[src/rtl/snake_pkg.sv]
// snake_pkg: one-hot direction encodings and the opposite-direction helper shared across the snake design
package snake_pkg;
  typedef logic [3:0] dir_t;
  localparam dir_t DIR_UP    = 4'b0001;
  localparam dir_t DIR_DOWN  = 4'b0010;
  localparam dir_t DIR_LEFT  = 4'b0100;
  localparam dir_t DIR_RIGHT = 4'b1000;
  function automatic dir_t opposite(input dir_t d);
    return {d[2], d[3], d[0], d[1]};
  endfunction
endpackage

[src/rtl/key_debounce.sv]
// key_debounce: 2-FF synchroniser, debounce counter and one-cycle fall pulse for an active-low key (clk_i, reset_i, key in; fall out)
module key_debounce #(
  parameter int DEBOUNCE_CYCLES = 50_000,
  parameter int CNT_W           = 16
) (
  input  logic clk_i,
  input  logic reset_i,
  input  logic key,
  output logic fall
);
  logic s1, s2, stable, stable_d;
  logic [CNT_W-1:0] cnt;
  always_ff @(posedge clk_i) begin
    if (reset_i) begin
      s1       <= 1'b1;
      s2       <= 1'b1;
      stable   <= 1'b1;
      stable_d <= 1'b1;
      cnt      <= '0;
    end else begin
      s1       <= key;
      s2       <= s1;
      stable_d <= stable;
      if (s2 == stable) cnt <= '0;
      else if (cnt == CNT_W'(DEBOUNCE_CYCLES - 1)) begin
        stable <= s2;
        cnt    <= '0;
      end else cnt <= cnt + 1'b1;
    end
  end
  assign fall = stable_d & ~stable;
endmodule

[src/rtl/dir_input_ctrl.sv]
// dir_input_ctrl: debounced KEY_0..3 (active-low R/L/D/U) turn requests into a 2-deep queue, popped into direction_o on step_i; clear_i restarts; press_o pulses per press; q_count_o shows occupancy
module dir_input_ctrl
  import snake_pkg::*;
#(
  parameter int DEBOUNCE_CYCLES = 50_000,
  parameter int CNT_W           = 16
) (
  input  logic       clk_i,
  input  logic       reset_i,
  input  logic       KEY_0,
  input  logic       KEY_1,
  input  logic       KEY_2,
  input  logic       KEY_3,
  input  logic       step_i,
  input  logic       clear_i,
  output dir_t       direction_o,
  output logic       press_o,
  output logic [1:0] q_count_o
);
  logic [3:0] keys, fall;
  dir_t q0, q1, req, tail;
  logic push, pop;
  assign keys = {KEY_3, KEY_2, KEY_1, KEY_0};
  for (genvar g = 0; g < 4; g++) begin : g_key
    key_debounce #(.DEBOUNCE_CYCLES(DEBOUNCE_CYCLES), .CNT_W(CNT_W)) u_db (
      .clk_i  (clk_i),
      .reset_i(reset_i),
      .key    (keys[g]),
      .fall   (fall[g])
    );
  end
  always_comb begin
    req  = fall[3] ? DIR_UP : fall[2] ? DIR_DOWN : fall[1] ? DIR_LEFT : DIR_RIGHT;
    tail = q_count_o == 2'd2 ? q1 : q_count_o == 2'd1 ? q0 : direction_o;
    push = |fall && req != tail && req != opposite(tail);
    pop  = step_i && q_count_o != 2'd0;
  end
  always_ff @(posedge clk_i) begin
    if (reset_i) begin
      direction_o <= DIR_RIGHT;
      q_count_o   <= 2'd0;
      press_o     <= 1'b0;
      q0          <= DIR_RIGHT;
      q1          <= DIR_RIGHT;
    end else begin
      press_o <= |fall;
      if (clear_i) begin
        direction_o <= DIR_RIGHT;
        q_count_o   <= 2'd0;
      end else begin
        if (pop) direction_o <= q0;
        q0 <= pop ? (q_count_o == 2'd2 ? q1 : req) : (push && q_count_o == 2'd0 ? req : q0);
        if (push && (pop ? q_count_o == 2'd2 : q_count_o == 2'd1)) q1 <= req;
        q_count_o <= pop && !push ? q_count_o - 2'd1 :
                     push && !pop && q_count_o != 2'd2 ? q_count_o + 2'd1 : q_count_o;
      end
    end
  end
endmodule
[config.mk]
export PLATFORM = sky130hd
export DESIGN_NAME = dir_input_ctrl
export DESIGN_NICKNAME = d
export VERILOG_FILES = /design/src/rtl/snake_pkg.sv /design/src/rtl/key_debounce.sv /design/src/rtl/dir_input_ctrl.sv
export SDC_FILE = /design/constraint.sdc
export NUM_CORES = 1
export LEC_CHECK = 0
export ABC_AREA = 1
export CAP_MARGIN = 20
export CORE_ASPECT_RATIO = 1.25
export CORE_MARGIN = 2
export CORE_UTILIZATION = 45
export DETAILED_ROUTE_END_ITERATION = 12
export GPL_TIMING_DRIVEN = 0
export PLACE_DENSITY = 0.69
export SYNTH_ARGS = -nofsm -noshare
export SYNTH_HDL_FRONTEND = slang
export SYNTH_SLANG_ARGS = --single-unit
[constraint.sdc]
create_clock -name clk_i -period 5.83 [get_ports clk_i]
set_clock_uncertainty 0.05 [all_clocks]
set_input_delay 0.583 -clock clk_i [delete_from_list [all_inputs] [get_ports clk_i]]
set_output_delay 0.583 -clock clk_i [all_outputs]
set_load 0.005 [all_outputs]
==> results of run 1 <==
==> layer usage <==
layer	share of wire [%]	track usage [%]
met1	45	19.6
met2	50	31.8
met3	2.3	3.03
met4	2.6	9.65
met5	0	0
==> synth_stat cells (3+ instances only) <==
cell / n
nor3b_1: 7
nor4_1: 9
clkbuf_1: 3
dfxtp_1: 95
nor2_1: 86
o21a_1: 5
nor3_1: 23
o21ai_0: 24
ha_1: 7
nand2_1: 129
xor2_1: 9
a21oi_1: 45
or2_2: 12
nand2_2: 5
nand4_1: 19
nand3_1: 44
inv_1: 78
==> registers in the layout, summed over array words and instances, names as in the netlist <==
name	flops
direction_o	4
q0	4
q1	4
g_key.u_db.s2	4
g_key.u_db.stable_d	4
g_key.u_db.stable	4
press_o	1
g_key.u_db.s1	4
g_key.u_db.cnt	64
q_count_o	2
==> power breakdown <==
part / switching [mW] / internal, mW
combinational: 0.0129 / 0.00893
clock: 0.226 / 0.292
sequential: 0.00148 / 0.652
==> logic make-up (layout without fill, tap and decap cells) <==
group / after synthesis / after routing
compound gates: 79 / 79
fa+ha+maj: 7 / 7
buf+inv: 86 / 113
simple gates: 342 / 342
flops: 95 / 95
xor+xnor: 11 / 11
==> worst paths after layout <==
kind,start,endpoint,slack (ns)
worst min register to register,g_key[1].u_db.s1$_SDFF_PP1_,g_key[1].u_db.s2$_SDFF_PP1_,0.36
worst max-delay path,step_i,q1[0]$_SDFFE_PP0P_,3.45
worst min-delay path,g_key[1].u_db.s1$_SDFF_PP1_,g_key[1].u_db.s2$_SDFF_PP1_,0.36
worst max register to register,q_count_o[0]$_SDFFE_PP0P_,q1[0]$_SDFFE_PP0P_,3.46
==> per-stage QoR <==
stage               area, um^2  cells  util, %
floorplan                 4400    620        -
global placement          4700    760     49.1
detailed placement        4700    760     49.1
CTS                       4950    773     51.8
global route              4950    773     51.8
finish                    4950    773     51.8
==> final cells by class <==
| cell class | count | area (um^2) | area share (%) |
|---|---|---|---|
| buffer | 6 | 32.5 | 0.657 |
| clock buffer | 11 | 243 | 4.91 |
| clock inverter | 2 | 10.0 | 0.202 |
| inverter | 80 | 300 | 6.07 |
| multi-input combinational | 439 | 2160 | 43.7 |
| sequential | 95 | 1900 | 38.4 |
| tap | 126 | 158 | 3.19 |
| timing repair buffer | 14 | 140 | 2.83 |
==> worst max-delay path: stages <==
cell	delay [ns]
clkdlybuf4s50_1	0.48
inv_1	0.05
nor2_2	0.27
inv_1	0.20
nor2_1	0.36
a21oi_1	0.17
nor3_4	0.28
nand2_1	0.09
nand2_1	0.06
nor2_1	0.04
==> results.toml, run 1 <==
[worst_setup_path]
worstRegToRegCells = 10
critPathKind = "input port to flop"
endpoint_kind = "flop"
path_max_fanout = 8
arrival_ns = 2.57
cp-start-kind = "input port"
worstPathRequired_ns = 6.02

[die]
core-area_um2 = 9560
initial_utilization_pct = 46.0
die_y_um = 115
rows = 40
top_level_ports = 15
die_area_um2 = 10600
die_x_um = 92.4

[synth]
ys_warn_count = 0
yosys.area_share.simple_pct = 35.4
synth_edf_count = 0
syn_area_um2 = 4400
synth-xor-area-share_pct = 2.19
synth_area_leaders = "dfxtp_1 (43%), nand2_1 (11%), nor2_1 (7.3%), inv_1 (6.7%), a21oi_1 (5.1%)"
synth_mux_area_share_pct = 0
synth_fp_nets = 635
ys.flop_type = "dfxtp_1"
synth_top_cell_by_area = "dfxtp_1"
synthCells = 620
synth.ff_latch_count = 95
avgSynthCellArea_um2 = 7.09
async_reset_ff_share_pct = 0
synth_top_cell_area_share_pct = 43.2
synth_compound_area_share_pct = 9.59
synth_seq_area_share_pct = 43.2
synthAdderAreaFrac_pct = 1.99
synth_cell_types = 30
synth_top_family_by_area = "simple AND/OR/NAND/NOR gates"

[finish]
fill_cells = 948
num_antenna_cells = 0
syn2layout_area_growth_pct = 12.5
layout_common_cells = "nand2_1 (129), dfxtp_1 (95), nor2_1 (86)"
drive_gt1_share_pct = 6.34
mostFrequentLayoutCell = "nand2_1"
nets = 660

[global_route]
grt_max_degree = 14
grt_pass1_vias = 3721
grt.total_usage_pct = 17.7
grt_antenna_before_repair = 0
overflow = 0
grt_pass1_wl_um = 15300

[power]
p_leak_nw = 1.84
total_power_mw = 1.19
ir_drop_mv = 0.162
p_per_area_nw_per_um2 = 241

[sta]
tightest_slew_ns = 0.627
setup_slack_ns = 3.45
timing.hold.ws_ns = 0.358
setup_viol = 0
rsz0062_at_grt = "no"
hold_viol = 0
slew_headroom_pct = 58.0
finalCriticalPeriod_ns = 2.38
maxSlewViolCount = 0
timing.fmax_mhz = 420
min_period_over_period_pct = 40.8
fin_setup_tns_ns = 0

[routing]
drc = 0
avgViaCountPerCell = 5.00
vias = 3864
postRouteAntennaNets = 0
drtIter0Drc = 194
firstDrtPassIters = 4
avgRoutedWirePerCell_um = 11.1
wl_um = 8560

[clock_tree]
path_clk_slew_ns = 0.06
htreeDepth = 3
ctsHoldBuffers = 0
clock_path_buffers = 2
cts_buffers = 9
cts-root-buf = "clkbuf_16"
cts_repair_resize_count = 0
cts_num_sinks = 95
post-cts-setup-buffers = 0
insertion_delay_ns = 0.34
cts_tree = "yes"

[job]
cap_violations = 0

[hold_path]
min_path_type = "flop to flop"
whs_path_depth = 1

[placement]
gp_congestion = 0.878
place_ws_ns = 3.16
dp_hpwl_um = 6460
portBuffers = 14

[run_status]
status = "complete, no violations"
Power figures use the tool's default switching activity.
==> run 2: changes to the inputs <==
Clock period 5.83 ns to 2.2 ns, I/O delays scaled along.
==> run 2 against run 1 <==
  * Count of clock-buffer cells in the layout stayed put
  * Worst hold slack got worse by 0.00096 ns
  * Wire length up 1.9%
  * Critical path depth is 5 higher
  * Total power grew to 2.7 times the previous value
  * Critical path type is now flop to flop
  * Largest cell class unchanged
==> results.toml, run 2 (same netlist as run 1, synthesis figures left out) <==
[run_status]
status = "complete, no violations"

[die]
initial_utilization_pct = 46.0
die_x_um = 92.4
core-area_um2 = 9560
die_area_um2 = 10600
top_level_ports = 15
die_y_um = 115
rows = 40

[global_route]
grt_antenna_before_repair = 0
grt_pass1_wl_um = 15300
grt_max_degree = 14
overflow = 0
grt_pass1_vias = 3738
grt.total_usage_pct = 17.7

[finish]
layout_common_cells = "nand2_1 (127), dfxtp_1 (93), nor2_1 (84)"
mostFrequentLayoutCell = "nand2_1"
fin_area_um2 = 5050
fin_util_pct = 52.9
syn2layout_area_growth_pct = 14.9
num_antenna_cells = 0
nets = 665
drive_gt1_share_pct = 8.90
largest_reg_flops = 64
top_register = "g_key.u_db.cnt"
fill_cells = 938

[sta]
slew_headroom_pct = 66.3
finalCriticalPeriod_ns = 2.05
tightest_slew_ns = 0.501
timing.hold.ws_ns = 0.358
rsz0062_at_grt = "yes"
hold_viol = 0
timing.fmax_mhz = 487
fin_setup_tns_ns = 0
setup_viol = 0
min_period_over_period_pct = 93.4
maxSlewViolCount = 0

[routing]
wl_um = 8720
firstDrtPassIters = 4
vias = 3893
avgRoutedWirePerCell_um = 11.2
avgViaCountPerCell = 5.00
postRouteAntennaNets = 0
drtIter0Drc = 160
drc = 0

[worst_setup_path]
critPathKind = "flop to flop"
arrival_ns = 2.24
cp_cell_sequence = "buf_12, ha_4, inv_2, buf_6, or2_1, nand3_1, nand2_1, nand2_2, inv_2, nand2_4, nand3_4, nor3_4, nand2_1, nand2_1, nor2_1"
endpoint_kind = "flop"
crit_family = "simple AND/OR/NAND/NOR gates"
cp-start-kind = "flop"
path_max_fanout = 10
cp_slowest_cell = "dfxtp_4"
r2r_setup_slack_ns = 0.15
worstPathRequired_ns = 2.39
cp_num_buf_inv = 4
cp_slowest_stage_delay_ns = 0.36
critPathMostFrequentCell = "nand2_1"

[clock_tree]
cts_num_sinks = 95
insertion_delay_ns = 0.34
clock_path_buffers = 2
cts_tree = "yes"
ctsHoldBuffers = 0
path_clk_slew_ns = 0.06
htreeDepth = 3
cts-root-buf = "clkbuf_16"
cts_buffers = 9

[placement]
dp_hpwl_um = 6460
portBuffers = 14
gp_congestion = 0.878
placed_cell_area_um2 = 4700

[job]
cap_violations = 0

[hold_path]
min_path_type = "flop to flop"

[power]
p_leak_nw = 1.88
ir_drop_mv = 0.429
p_per_area_nw_per_um2 = 627
run 2: repair_timing:
action / 4_1_cts / 5_1_grt
resized for setup: 9 / 10
buffers inserted: 0 / 5
pin swaps: 1 / 3
endpoints found under the hold margin: 0 / 0
setup endpoints to repair: 9 / 20
run 2: layer usage:
metal | share of wire [%] | GRT usage (%) | wire length, um
met5 | 0 | 0 | 0
met4 | 2.5 | 9.55 | 217
met3 | 2.6 | 3.03 | 226
met2 | 51 | 32.1 | 4440
met1 | 44 | 19.5 | 3840
run 2: cell type report:
class | count | area [um^2] | area share [%]
inverter | 80 | 303 | 5.99
clock buffer | 11 | 243 | 4.80
multi-input combinational | 439 | 2210 | 43.7
timing repair buffer | 19 | 190 | 3.76
sequential | 95 | 1910 | 37.7
buffer | 6 | 36.3 | 0.718
clock inverter | 2 | 10.0 | 0.198
tap | 126 | 158 | 3.12
run 2: worst reg2reg max path, delay by kind of cell (launching register included):
family                   cells  cell delay, ns
adder cells (fa/ha/maj)      1            0.17
buffers and inverters        4            0.34
flip-flops                   1            0.36
AND/OR/NAND/NOR             10            1.04
run 2: where the power goes:
part / internal (mW) / switching (mW)
registers: 1.73 / 0.00397
logic: 0.0254 / 0.0355
clock network: 0.774 / 0.602
run 2: path summary, 6_finish.rpt:
| check | from | to | cells past startpoint |
|---|---|---|---|
| setup reg to reg | q_count_o[1]$_SDFFE_PP0P_ | q1[1]$_SDFFE_PP0P_ | 15 |
| hold reg to reg | g_key[1].u_db.s1$_SDFF_PP1_ | g_key[1].u_db.s2$_SDFF_PP1_ | 1 |
| setup / recovery | q_count_o[1]$_SDFFE_PP0P_ | q1[1]$_SDFFE_PP0P_ | 15 |
| hold / removal | g_key[1].u_db.s1$_SDFF_PP1_ | g_key[1].u_db.s2$_SDFF_PP1_ | 1 |
run 2: through the flow:
step | setup WS [ns] | instances | power, mW
floorplan | 0.243 | 620 | 1.80
global placement | -0.0978 | 760 | 1.83
detailed placement | -0.116 | 760 | 1.83
CTS | 0.00633 | 773 | 3.21
global route | -0.0495 | 778 | 3.28
finish | 0.146 | 778 | 3.17
